<file path="config.mk">
export PLATFORM = sky130hd
export DESIGN_NAME = uart_rx_cfg
export DESIGN_NICKNAME = d
export VERILOG_FILES = /design/src/rtl/uart_rx_cfg.sv
export SDC_FILE = /design/constraint.sdc
export NUM_CORES = 1
export LEC_CHECK = 0
export CAP_MARGIN = 10
export CORE_MARGIN = 8
export CORE_UTILIZATION = 38
export CTS_CLUSTER_DIAMETER = 50
export DETAILED_ROUTE_END_ITERATION = 8
export PLACE_DENSITY = 0.52
export SETUP_SLACK_MARGIN = 0.1
export SYNTH_ARGS = -nofsm -noshare
export SYNTH_HDL_FRONTEND = slang
export SYNTH_SLANG_ARGS = --single-unit
</file>
<file path="constraint.sdc">
create_clock -name i_CLK -period 2.9 [get_ports i_CLK]
set_input_delay 0.58 -clock i_CLK [delete_from_list [all_inputs] [get_ports i_CLK]]
set_output_delay 0.58 -clock i_CLK [all_outputs]
set_load 0.03 [all_outputs]
</file>
<file path="src/rtl/uart_rx_cfg.sv">
// Configurable UART receiver: word length, parity, stop bits, 3-sample majority vote,
// parity/framing/break flags. Delivers each word with a one-cycle o_DV strobe.
module uart_rx_cfg #(
  parameter int unsigned CLKS_PER_BIT = 10416,
  parameter int unsigned DATA_BITS    = 8,
  parameter int unsigned PARITY       = 0,
  parameter int unsigned STOP_BITS    = 1
) (
  input  logic                 i_CLK,
  input  logic                 i_RST_N,
  input  logic                 i_SERIAL,
  output logic                 o_DV,
  output logic [DATA_BITS-1:0] o_BYTE,
  output logic                 o_PARITY_ERR,
  output logic                 o_FRAME_ERR,
  output logic                 o_BREAK,
  output logic                 o_BUSY
);

  localparam int unsigned CNT_W   = $clog2(CLKS_PER_BIT);
  localparam int unsigned IDX_W   = $clog2(DATA_BITS + 1);
  localparam int unsigned HALF    = (CLKS_PER_BIT - 1) / 2;
  localparam bit          HAS_PAR = (PARITY != 0);
  localparam bit          ODD_PAR = (PARITY == 1);

  typedef enum logic [2:0] {
    S_IDLE,
    S_START,
    S_DATA,
    S_PARITY,
    S_STOP
  } state_e;

  state_e               state_q, state_d;
  logic [1:0]           sync_q;
  logic [2:0]           hist_q;
  logic [CNT_W-1:0]     cnt_q, cnt_d;
  logic [IDX_W-1:0]     idx_q, idx_d;
  logic [DATA_BITS-1:0] shift_q, shift_d;
  logic                 par_bit_q, par_bit_d;
  logic                 perr_q, perr_d;
  logic                 ferr_q, ferr_d;
  logic                 wait_high_q, wait_high_d;
  logic                 dv_d, perr_o_d, ferr_o_d, brk_d, busy_d;
  logic [DATA_BITS-1:0] byte_d;

  logic line_s, maj, bit_tick, half_tick, last_data, last_stop, ferr_now;

  assign line_s    = sync_q[1];
  assign maj       = (hist_q[0] & hist_q[1]) | (hist_q[0] & hist_q[2]) | (hist_q[1] & hist_q[2]);
  assign bit_tick  = (cnt_q == CNT_W'(CLKS_PER_BIT - 1));
  assign half_tick = (cnt_q == CNT_W'(HALF));
  assign last_data = (idx_q == IDX_W'(DATA_BITS - 1));
  assign last_stop = (idx_q == IDX_W'(STOP_BITS - 1));
  assign ferr_now  = ferr_q | ~maj;

  // State register
  always_ff @(posedge i_CLK or negedge i_RST_N) begin
    if (!i_RST_N) state_q <= S_IDLE;
    else          state_q <= state_d;
  end

  // Next-state logic
  always_comb begin
    state_d = state_q;
    case (state_q)
      S_IDLE:   if (!line_s && !wait_high_q) state_d = S_START;
      S_START:  if (half_tick) state_d = maj ? S_IDLE : S_DATA;
      S_DATA: begin
        if (bit_tick && last_data) begin
          if (HAS_PAR) state_d = S_PARITY;
          else         state_d = S_STOP;
        end
      end
      S_PARITY: if (bit_tick) state_d = S_STOP;
      S_STOP:   if (bit_tick && last_stop) state_d = S_IDLE;
      default:  state_d = S_IDLE;
    endcase
  end

  // Datapath and output next values
  always_comb begin
    cnt_d       = cnt_q + CNT_W'(1);
    idx_d       = idx_q;
    shift_d     = shift_q;
    par_bit_d   = par_bit_q;
    perr_d      = perr_q;
    ferr_d      = ferr_q;
    wait_high_d = wait_high_q & ~line_s;
    dv_d        = 1'b0;
    byte_d      = o_BYTE;
    perr_o_d    = o_PARITY_ERR;
    ferr_o_d    = o_FRAME_ERR;
    brk_d       = o_BREAK;
    busy_d      = (state_d != S_IDLE);
    case (state_q)
      S_IDLE: begin
        cnt_d     = '0;
        idx_d     = '0;
        par_bit_d = 1'b0;
        perr_d    = 1'b0;
        ferr_d    = 1'b0;
      end
      S_START: if (half_tick) cnt_d = '0;
      S_DATA: begin
        if (bit_tick) begin
          cnt_d   = '0;
          shift_d = {maj, shift_q[DATA_BITS-1:1]};
          idx_d   = last_data ? '0 : idx_q + IDX_W'(1);
        end
      end
      S_PARITY: begin
        if (bit_tick) begin
          cnt_d     = '0;
          par_bit_d = maj;
          perr_d    = ((^shift_q) ^ maj) != ODD_PAR;
        end
      end
      S_STOP: begin
        if (bit_tick) begin
          cnt_d  = '0;
          ferr_d = ferr_now;
          if (last_stop) begin
            idx_d    = '0;
            dv_d     = 1'b1;
            byte_d   = shift_q;
            perr_o_d = perr_q;
            ferr_o_d = ferr_now;
            brk_d    = (shift_q == '0) && ferr_now && !(HAS_PAR && par_bit_q);
            // A low final stop means the line is still low: no start edge until it rises.
            wait_high_d = ~maj;
          end else begin
            idx_d = idx_q + IDX_W'(1);
          end
        end
      end
      default: begin
        cnt_d = '0;
        idx_d = '0;
      end
    endcase
  end

  // Synchroniser, sample history, datapath and registered outputs
  always_ff @(posedge i_CLK or negedge i_RST_N) begin
    if (!i_RST_N) begin
      sync_q       <= 2'b11;
      hist_q       <= 3'b111;
      cnt_q        <= '0;
      idx_q        <= '0;
      shift_q      <= '0;
      par_bit_q    <= 1'b0;
      perr_q       <= 1'b0;
      ferr_q       <= 1'b0;
      wait_high_q  <= 1'b0;
      o_DV         <= 1'b0;
      o_BYTE       <= '0;
      o_PARITY_ERR <= 1'b0;
      o_FRAME_ERR  <= 1'b0;
      o_BREAK      <= 1'b0;
      o_BUSY       <= 1'b0;
    end else begin
      sync_q       <= {sync_q[0], i_SERIAL};
      hist_q       <= {hist_q[1:0], line_s};
      cnt_q        <= cnt_d;
      idx_q        <= idx_d;
      shift_q      <= shift_d;
      par_bit_q    <= par_bit_d;
      perr_q       <= perr_d;
      ferr_q       <= ferr_d;
      wait_high_q  <= wait_high_d;
      o_DV         <= dv_d;
      o_BYTE       <= byte_d;
      o_PARITY_ERR <= perr_o_d;
      o_FRAME_ERR  <= ferr_o_d;
      o_BREAK      <= brk_d;
      o_BUSY       <= busy_d;
    end
  end

endmodule

</file>
==> flow_summary.ini <==
[status]
status = finished, final reports clean

[logic_synthesis]
synthCells = 228
ys_warn_count = 0
synth_top_area_share_pct = 47.8
synth-edff-count = 0
yosys-top-cells-area = dfrtp_1, dfstp_2, ha_1, xnor2_1, nor2_1
syn_area_um2 = 2360
synth_top_flop_cell = dfrtp_1
synth_area_leader_cell = dfrtp_1
synth_seq_cells = 50
ys_seq_area_share_pct = 53.4
avgSynthCellArea_um2 = 10.3
synth_cell_types = 46
ys_async_sr_fraction_pct = 100
syn_nets = 238

[global_route]
grt_max_degree = 23
overflow = 0
grt_antenna_before_repair = 0
grt_pass1_vias = 1593
grt_pass1_wl_um = 7490
track_usage_pct = 10.4

[floorplanning]
die_w_um = 94.7
rows = 28
start_util_pct = 39.6
die_area_um2 = 8980
core_area_um2 = 5960
boundaryPins = 16
die_y_um = 94.7

[timing]
setup_viol = 0
rsz0062_at_grt = false
layout_min_cycle_time_ns = 2.39
fin_crit_sh_pct = 82.5
fmax_mhz = 418
tns_ns = 0
finalClockSkew_ns = 0.0138
max_slew_margin_pct = 63.6
tightest_slew_ns = 0.544
finalHoldViolCount = 0
slew_violations = 0

[clock_tree]
cts-root-buf = clkbuf_8
clk_latency_ns = 0.30
cts_buffers = 5
clock_path_buffers = 2
cts_resized = 0
cts_tree = built
clk_pin_slew_ns = 0.10
cts_hold_buf = 0
cts_setup_buffers = 0
h-tree-depth = 2
cts_sinks = 50

[pwr]
ir_drop_mv = 0.362
total_leakage_power_nw = 1.18
power_mw = 1.24
power_density_nw_per_um2 = 459

[job]
timing.max_cap.violations = 0

[critical_path]
critical_path_buf_inv_count = 0
critPathSlowestCell = or4_1
cp_cell_sequence = ha_1, nand3_1, or4_1, o2bb2ai_1, a21boi_0, or3b_1
critical_path_class = register to register
crit_path_end_kind = register
r2r_setup_slack_ns = 0.51
r2r-start = cnt_q[0]
rr_worst_depth = 6
cpPeakStageDelay_ns = 0.73
reg2reg_to = o_BUSY
crit_arrival_ns = 2.58
cp-start-kind = register
cpLargestDelayFamily = simple AND/OR/NAND/NOR gates
worst_ep_required_time_ns = 3.09
crit_fanout = 9

[final_layout]
nNetsFinal = 256
antennaDiodeCount = 0
drive_gt1_share_pct = 10.5
final_cell_mix = dfrtp_1, nor2_1, nand2_1
fillers = 601
regArea_um2 = 1260
final_common_cell = dfrtp_1
multiInputGateArea_um2 = 1010
area_growth_pct = 15.2

[drt]
drt_first_pass_iters = 4
vias = 1613
wl_per_cell_um = 13.3
drc = 0
ant_nets = 0
via_per_inst = 5.01
drt_iter0_markers = 54
drt-total-wl_um = 4270

[min_path]
hold_class = input pin to asynchronous set/reset pin

[placement]
gp_congestion = 0.812
dpl.hpwl_um = 3110
placement.io_buffers = 15
==> metal layers <==
layer | vias up | GRT usage [%] | wire length, um
met3 | 6 | 2.86 | 148
met2 | 18 | 15.7 | 1870
met4 | 0 | 3.90 | 59
li1 | 819 | - | -
met1 | 770 | 14.0 | 2190
met5 | - | 0 | 0
==> area by class of cell <==
class | count | area share, %
flip-flops and latches | 50 | 46.3
multi-input cells | 155 | 37.2
repair buffers | 19 | 6.45
well taps | 75 | 3.46
clock buffers | 6 | 3.04
inverters | 15 | 2.07
clock inverters | 2 | 1.43
==> Yosys cell counts (2+ instances only) <==
cell type and n:
nand2_1 22, inv_1 15, dfrtp_1 45, clkbuf_1 6
and3_1 4, xor2_1 7, a21oi_1 3, mux2_2 3
nor3b_1 3, nor2_1 23, o2bb2ai_1 3, a21o_1 2
ha_1 7, nand2b_1 2, o21ai_0 17, dfstp_2 5
nand3b_1 3, nand4_1 4, nor4_1 2, nor3_1 3
o31ai_1 2, nand3_1 6, buf_2 2, nand4bb_1 4
nor2b_1 5, xnor2_1 10
==> report_power, final <==
group,leakage [nW],total [mW],internal [mW],switching [mW]
clock,0.0618,0.516,0.284,0.232
sequential,0.661,0.705,0.703,0.00195
combinational,0.454,0.0237,0.00658,0.0171
total,1.18,1.24,0.993,0.251
==> logic make-up after synthesis <==
logic type	Yosys count	synth area share [%]
adders and majority gates	8	4.14
muxes	4	1.91
xor gates and xnor gates	17	6.32
and+or+nand+nor	90	20.9
AOI/OAI and AO/OA	36	9.61
DFF	50	53.4
buffers and inverters	23	3.77
==> worst reg2reg max path, cell delays in order, from the launching register on <==
cell and delay, ns:
dfrtp_1 0.38, ha_1 0.24, nand3_1 0.16, or4_1 0.73, o2bb2ai_1 0.20, a21boi_0 0.21
or3b_1 0.36
==> worst max path at each step <==
| stage | endpoint | depth (start not counted) | startpoint | slack [ns] |
|---|---|---|---|---|
| floorplan | o_BUSY | 7 | cnt_q[0] | 0.73 |
| global placement | o_BUSY | 6 | cnt_q[0] | 0.58 |
| detailed placement | o_BUSY | 6 | cnt_q[0] | 0.54 |
| CTS | o_BUSY | 6 | cnt_q[0] | 0.53 |
| global route | o_BUSY | 6 | cnt_q[0] | 0.30 |
| finish | o_BUSY | 6 | cnt_q[0] | 0.51 |
==> flip-flops by register name, summed over array words and instances (netlist names) <==
register      count
cnt_q            14
o_BYTE            8
shift_q           8
idx_q             4
hist_q            3
state_q           3
sync_q            2
ferr_q            1
o_BREAK           1
o_BUSY            1
o_DV              1
o_FRAME_ERR       1
o_PARITY_ERR      1
perr_q            1
wait_high_q       1
==> stage by stage <==
step	instances	hold WS (ns)	setup slack [ns]	instance area [um^2]	util, %
detailed placement	314	0.347	0.537	2590	43.5
CTS	322	0.171	0.527	2710	45.6
floorplan	228	0.284	0.734	2360	-
global placement	314	0.347	0.580	2590	43.5
global route	322	0.182	0.305	2710	45.6
finish	322	0.170	0.508	2710	45.6
Power figures use the tool's default switching activity.
